### src/rtl/ac_sequencer_if.sv
// Bus bundle between the accumulator-CPU sequencer, its instruction memory and ctrlunit.
// The master side is the sequencer; the slave side is the memory/ctrlunit/ALU environment.
interface ac_sequencer_if #(
    parameter int OP_W   = 3,
    parameter int ADDR_W = 5
);
    localparam int DATA_W = OP_W + ADDR_W;

    logic              en_i;
    logic              mem_req_o;
    logic [ADDR_W-1:0] mem_addr_o;
    logic              mem_ack_i;
    logic [DATA_W-1:0] mem_rdata_i;
    logic [OP_W-1:0]   op_o;
    logic [ADDR_W-1:0] operand_o;
    logic [1:0]        flags_o;
    logic              jmp_i;
    logic              wf_i;
    logic [1:0]        alu_flags_i;
    logic              exec_o;
    logic [ADDR_W-1:0] pc_o;

    modport master (
        input  en_i, mem_ack_i, mem_rdata_i, jmp_i, wf_i, alu_flags_i,
        output mem_req_o, mem_addr_o, op_o, operand_o, flags_o, exec_o, pc_o
    );

    modport slave (
        output en_i, mem_ack_i, mem_rdata_i, jmp_i, wf_i, alu_flags_i,
        input  mem_req_o, mem_addr_o, op_o, operand_o, flags_o, exec_o, pc_o
    );
endinterface

### src/rtl/ac_sequencer.sv
// Instruction sequencer for the accumulator CPU: fetches over req/ack, holds PC/IR/flags
// and issues a one-cycle exec strobe once ctrlunit has settled on the decoded opcode.
module ac_sequencer #(
    parameter int OP_W   = 3,
    parameter int ADDR_W = 5
) (
    input  logic                 clk_i,
    input  logic                 rst_ni,
    ac_sequencer_if.master       bus
);
    localparam int DATA_W = OP_W + ADDR_W;

    typedef enum logic [1:0] {
        ST_IDLE   = 2'd0,
        ST_FETCH  = 2'd1,
        ST_DECODE = 2'd2,
        ST_EXEC   = 2'd3
    } state_t;

    state_t            state_r;
    logic [ADDR_W-1:0] pc_r;
    logic [DATA_W-1:0] ir_r;
    logic [1:0]        flags_r;
    logic              mem_req_r;
    logic              exec_r;
    logic [ADDR_W-1:0] pc_next_s;

    // Next PC taken at the end of EXEC: jump target or sequential increment (wraps naturally).
    always_comb begin
        pc_next_s = pc_r;
        if (bus.jmp_i) begin
            pc_next_s = ir_r[ADDR_W-1:0];
        end else begin
            pc_next_s = pc_r + {{(ADDR_W-1){1'b0}}, 1'b1};
        end
    end

    // Sequencer FSM; every output is a register so nothing combinational leaks from the inputs.
    always_ff @(posedge clk_i or negedge rst_ni) begin
        if (!rst_ni) begin
            state_r   <= ST_IDLE;
            pc_r      <= {ADDR_W{1'b0}};
            ir_r      <= {DATA_W{1'b0}};
            flags_r   <= 2'b00;
            mem_req_r <= 1'b0;
            exec_r    <= 1'b0;
        end else begin
            case (state_r)
                ST_IDLE: begin
                    exec_r <= 1'b0;
                    if (bus.en_i) begin
                        state_r   <= ST_FETCH;
                        mem_req_r <= 1'b1;
                    end else begin
                        mem_req_r <= 1'b0;
                    end
                end
                ST_FETCH: begin
                    // Address comes straight from pc_r, which only moves in EXEC, so it is stable here.
                    if (bus.mem_ack_i) begin
                        ir_r      <= bus.mem_rdata_i;
                        mem_req_r <= 1'b0;
                        state_r   <= ST_DECODE;
                    end else begin
                        mem_req_r <= 1'b1;
                    end
                end
                ST_DECODE: begin
                    exec_r  <= 1'b1;
                    state_r <= ST_EXEC;
                end
                ST_EXEC: begin
                    exec_r <= 1'b0;
                    pc_r   <= pc_next_s;
                    if (bus.wf_i) begin
                        flags_r <= bus.alu_flags_i;
                    end else begin
                        flags_r <= flags_r;
                    end
                    if (bus.en_i) begin
                        state_r   <= ST_FETCH;
                        mem_req_r <= 1'b1;
                    end else begin
                        state_r   <= ST_IDLE;
                        mem_req_r <= 1'b0;
                    end
                end
                default: begin
                    state_r   <= ST_IDLE;
                    mem_req_r <= 1'b0;
                    exec_r    <= 1'b0;
                end
            endcase
        end
    end

    assign bus.mem_req_o  = mem_req_r;
    assign bus.mem_addr_o = pc_r;
    assign bus.op_o       = ir_r[DATA_W-1:ADDR_W];
    assign bus.operand_o  = ir_r[ADDR_W-1:0];
    assign bus.flags_o    = flags_r;
    assign bus.exec_o     = exec_r;
    assign bus.pc_o       = pc_r;
endmodule

### src/flat_wrapper.sv
// flat-port wrapper written by rule: the top's interface ports become plain ports
module ac_sequencer_flat 
#(
    parameter int OP_W   = 3,
    parameter int ADDR_W = 5
)
  (clk_i, rst_ni, bus_en_i, bus_mem_ack_i, bus_mem_rdata_i, bus_jmp_i, bus_wf_i, bus_alu_flags_i, bus_mem_req_o, bus_mem_addr_o, bus_op_o, bus_operand_o, bus_flags_o, bus_exec_o, bus_pc_o);
  ac_sequencer_if #(.OP_W(OP_W), .ADDR_W(ADDR_W)) bus_i ();
  input  logic clk_i;
  input  logic rst_ni;
  input wire logic [$bits(bus_i.en_i)-1:0] bus_en_i;
  input wire logic [$bits(bus_i.mem_ack_i)-1:0] bus_mem_ack_i;
  input wire logic [$bits(bus_i.mem_rdata_i)-1:0] bus_mem_rdata_i;
  input wire logic [$bits(bus_i.jmp_i)-1:0] bus_jmp_i;
  input wire logic [$bits(bus_i.wf_i)-1:0] bus_wf_i;
  input wire logic [$bits(bus_i.alu_flags_i)-1:0] bus_alu_flags_i;
  output wire logic [$bits(bus_i.mem_req_o)-1:0] bus_mem_req_o;
  output wire logic [$bits(bus_i.mem_addr_o)-1:0] bus_mem_addr_o;
  output wire logic [$bits(bus_i.op_o)-1:0] bus_op_o;
  output wire logic [$bits(bus_i.operand_o)-1:0] bus_operand_o;
  output wire logic [$bits(bus_i.flags_o)-1:0] bus_flags_o;
  output wire logic [$bits(bus_i.exec_o)-1:0] bus_exec_o;
  output wire logic [$bits(bus_i.pc_o)-1:0] bus_pc_o;
  assign bus_i.en_i = bus_en_i;
  assign bus_i.mem_ack_i = bus_mem_ack_i;
  assign bus_i.mem_rdata_i = bus_mem_rdata_i;
  assign bus_i.jmp_i = bus_jmp_i;
  assign bus_i.wf_i = bus_wf_i;
  assign bus_i.alu_flags_i = bus_alu_flags_i;
  assign bus_mem_req_o = bus_i.mem_req_o;
  assign bus_mem_addr_o = bus_i.mem_addr_o;
  assign bus_op_o = bus_i.op_o;
  assign bus_operand_o = bus_i.operand_o;
  assign bus_flags_o = bus_i.flags_o;
  assign bus_exec_o = bus_i.exec_o;
  assign bus_pc_o = bus_i.pc_o;
  ac_sequencer #(.OP_W(OP_W), .ADDR_W(ADDR_W)) u_core (.clk_i(clk_i), .rst_ni(rst_ni), .bus(bus_i));
endmodule
### config.mk
export PLATFORM = sky130hd
export DESIGN_NAME = ac_sequencer_flat
export DESIGN_NICKNAME = d
export VERILOG_FILES = /design/src/rtl/ac_sequencer_if.sv /design/src/rtl/ac_sequencer.sv /design/src/flat_wrapper.sv
export SDC_FILE = /design/constraint.sdc
export NUM_CORES = 1
export LEC_CHECK = 0
export ABC_AREA = 1
export CORE_ASPECT_RATIO = 0.7
export CORE_MARGIN = 1.5
export CORE_UTILIZATION = 40
export CTS_CLUSTER_DIAMETER = 120
export CTS_CLUSTER_SIZE = 28
export DETAILED_ROUTE_END_ITERATION = 8
export PLACE_DENSITY_LB_ADDON = 0.3
export REMOVE_ABC_BUFFERS = 1
export SLEW_MARGIN = 10
export SYNTH_ARGS = -nofsm -noshare
export SYNTH_HDL_FRONTEND = slang
export SYNTH_SLANG_ARGS = --single-unit
### constraint.sdc
create_clock -name clk_i -period 1.5 [get_ports clk_i]
set_input_delay 0.375 -clock clk_i [delete_from_list [all_inputs] [get_ports clk_i]]
set_output_delay 0.375 -clock clk_i [all_outputs]
set_load 0.01 [all_outputs]
==> flow_metrics.env <==
export IMPL_outcome="finished clean"
export IMPL_io_buffers=37
export IMPL_num_vias=856
export IMPL_rsz0062_at_grt="no"
export IMPL_cp_top_family="flip-flops"
export IMPL_combPwrFrac_pct=57.8
export IMPL_fin_worst_hold_slack_ns=0.385
export IMPL_dr_wl_met3_um=158
export IMPL_synth_top_area_cell="dfrtp_1"
export IMPL_layout_commonest_cell="nand2_1"
export IMPL_regToRegSetupSlack_ns=0.08
export IMPL_worst_path_max_fanout=2
export IMPL_numCtsBuffers=3
export IMPL_pin_count=38
export IMPL_r2r_end="u_core.ir_r[5]"
export IMPL_internal_power_uw=1750
export IMPL_maxCapViolations=0
export IMPL_wl_mm=2.28
export IMPL_power_total_uw=2870
export IMPL_cts_root_buf="clkbuf_4"
export IMPL_core_area_um2=2240
export IMPL_ctsLongestPathBuffers=2
export IMPL_multiInputGateArea_um2=439
export IMPL_pwr_share_seq_pct=32.8
export IMPL_power_density_nw_per_um2=1950
export IMPL_dieWidth_um=62.6
export IMPL_post_route_period_util_pct=95.9
export IMPL_seq_area_um2=475
export IMPL_crit_chain="buf_4, clkdlybuf4s15_1"
export IMPL_final_hold_viol_count=0
export IMPL_drv_slew=0
export IMPL_fill_cells=201
export IMPL_drive_above_1_share_pct=19.0
export IMPL_first_pass_iters=4
export IMPL_cp_start_kind="register"
export IMPL_avgViaCountPerCell=4.63
export IMPL_synth_area_leaders="dfrtp_1 48%, mux2_4 11%, nand2_1 9.8%"
export IMPL_clock_latency_ns=0.31
export IMPL_fin_crit_ns=1.44
export IMPL_hpwlAfterDp_mm=1.69
export IMPL_routedWlPerCell_um=12.3
export IMPL_gp_congestion=0.768
export IMPL_clockPowerShare_pct=9.3
export IMPL_fin_skew_ns=0.0162
export IMPL_grt_pass1_vias=765
export IMPL_ys_seq_elements=19
export IMPL_layout_common_cells="26 x nand2_1, 20 x dlygate4sd2_1, 19 x dfrtp_1"
export IMPL_regToRegStartpoint="u_core.state_r[1]"
export IMPL_synth_top_area_share_pct=47.8
export IMPL_synth_cell_types=13
export IMPL_start_util_pct=44.4
export IMPL_cpPeakStageDelay_ns=0.39
export IMPL_layout_nets=176
export IMPL_overflow=0
export IMPL_power_share_switching_pct=39.0
export IMPL_drc=0
export IMPL_postLayoutCellArea_um2=1470
export IMPL_chipHeight_um=44.7
export IMPL_clk_pin_slew_ns=0.12
export IMPL_die_area_um2=2800
export IMPL_cts_hold_buffers=0
export IMPL_rows=14
export IMPL_syn_mean_instance_area_um2=9.56
export IMPL_crit_buf_inv=2
export IMPL_antenna_found_initial=0
export IMPL_htree_num_levels=1
export IMPL_vdd_drop_max_mv=1.27
export IMPL_drt_iter0_markers=23
export IMPL_end_kind="output port"
export IMPL_grt_pass1_wl_mm=3.59
export IMPL_crit_required_ns=1.12
export IMPL_drt_met1_wl_mm=1.03
export IMPL_netlist_area_um2=995
export IMPL_finalSetupViolations=0
export IMPL_place_area_um2=1410
export IMPL_yosysSeqAreaShare_pct=47.8
export IMPL_critPathArrivalTime_ns=1.06
export IMPL_clock_sinks=19
export IMPL_critical_path_startpoint="u_core.bus.mem_addr_o[1]"
export IMPL_cts_tree="yes"
export IMPL_max_freq_mhz=695
export IMPL_wl_met2_mm=1.08
export IMPL_syn_to_final_growth_pct=47.5
export IMPL_maxSlewHeadroom_pct=83.7
export IMPL_detail_route_antenna_nets=0
export IMPL_slowest_stage="dfrtp_1"
export IMPL_tightest_slew_ns=0.244
export IMPL_grt_start_max_net_pins=20
export IMPL_grt_usage_pct=17.0
export IMPL_top_layer="met4"
export IMPL_p_sw_uw=1120
export IMPL_yosys_warnings=0
export IMPL_criticalPathCategory="register to output port"
export IMPL_endpoint="bus_mem_addr_o[1]"
export IMPL_worstHoldPathType="input pin to asynchronous set/reset pin"
export IMPL_n_antenna_cell=0
export IMPL_synthCells=104
export IMPL_reg2reg_depth=4
export IMPL_final_util_pct=65.5
export IMPL_power_leakage_uw=0.000765
export IMPL_cp_depth=2
[cell type report]
class	instances	share of cell area, %
Clock buffer	3	1.53
Multi-Input combinational cell	68	29.9
Clock inverter	1	0.341
Tap cell	32	2.73
Timing Repair Buffer	50	30.0
Inverter	12	3.07
Sequential cell	19	32.4
[cell usage after synthesis (all sizes together)]
master	n
nand2	27
dfrtp	19
inv	12
o21ai	10
mux2	9
ha	6
nor2	6
buf	5
nand3	5
a21oi	3
nand4	2
[power groups by stage]
stage	Clock, µW	Combinational [µW]	Sequential (µW)
global placement	0	1650	966
finish	267	1660	941
detailed placement	0	1700	984
CTS	276	1630	947
floorplan	0	668	1130
global route	304	1820	974
[worst register-to-register path, stage by stage, from the launching register on]
cell and delay, ns:
dfrtp_1 0.44, inv_1 0.12, ha_1 0.28, nand2_4 0.15
mux2_4 0.33
[worst min path at each step]
| stage | from | end | depth (start not counted) |
|---|---|---|---|
| finish | rst_ni | u_core.bus.mem_addr_o[4] | 2 |
| global route | rst_ni | u_core.bus.mem_req_o | 2 |
| global placement | u_core.bus.mem_req_o | u_core.bus.mem_req_o | 2 |
| floorplan | rst_ni | u_core.bus.exec_o | 0 |
| detailed placement | u_core.bus.mem_req_o | u_core.bus.mem_req_o | 2 |
| CTS | rst_ni | u_core.bus.mem_addr_o[4] | 2 |
[state kept, by name, indices dropped and copies added, names as in the netlist]
name	cells
u_core.ir_r	8
u_core.bus.flags_o	2
u_core.bus.mem_req_o	1
u_core.bus.exec_o	1
u_core.bus.mem_addr_o	5
u_core.state_r	2
[stage by stage]
step           cells  TNS [ns]  worst slack (ns)
2_1_floorplan     99         0             0.229
3_3_place_gp     174         0            0.0126
3_5_place_dp     174   -0.0251          -0.00875
4_1_cts          184         0            0.0287
5_1_grt          185         0            0.0131
6_report         185         0            0.0609
[logic make-up (layout without fill, tap and decap cells)]
| kind of cell | after synthesis | in the layout | share of synthesized area [%] |
|---|---|---|---|
| buffers and inverters | 17 | 66 | 8.30 |
| flip-flops | 19 | 19 | 47.8 |
| adder cells (fa/ha/maj) | 6 | 6 | 7.55 |
| AND/OR/NAND/NOR | 40 | 40 | 17.0 |
| AO/OA/AOI/OAI | 13 | 13 | 6.54 |
| multiplexers | 9 | 9 | 12.8 |
[per-layer routing]
layer  track usage, %  up-vias
li1                 -      427
met1             20.8      380
met2             29.9       47
met3             5.74        2
met4             4.00        0
met5                0        -
[repair_timing]
action | CTS | global route
endpoints found under the hold margin | 0 | 0
setup endpoints to repair | 22 | 3
buffers inserted | 6 | 1
gates resized for setup | 23 | 2
No activity file was read; power rests on OpenSTA's default activity.
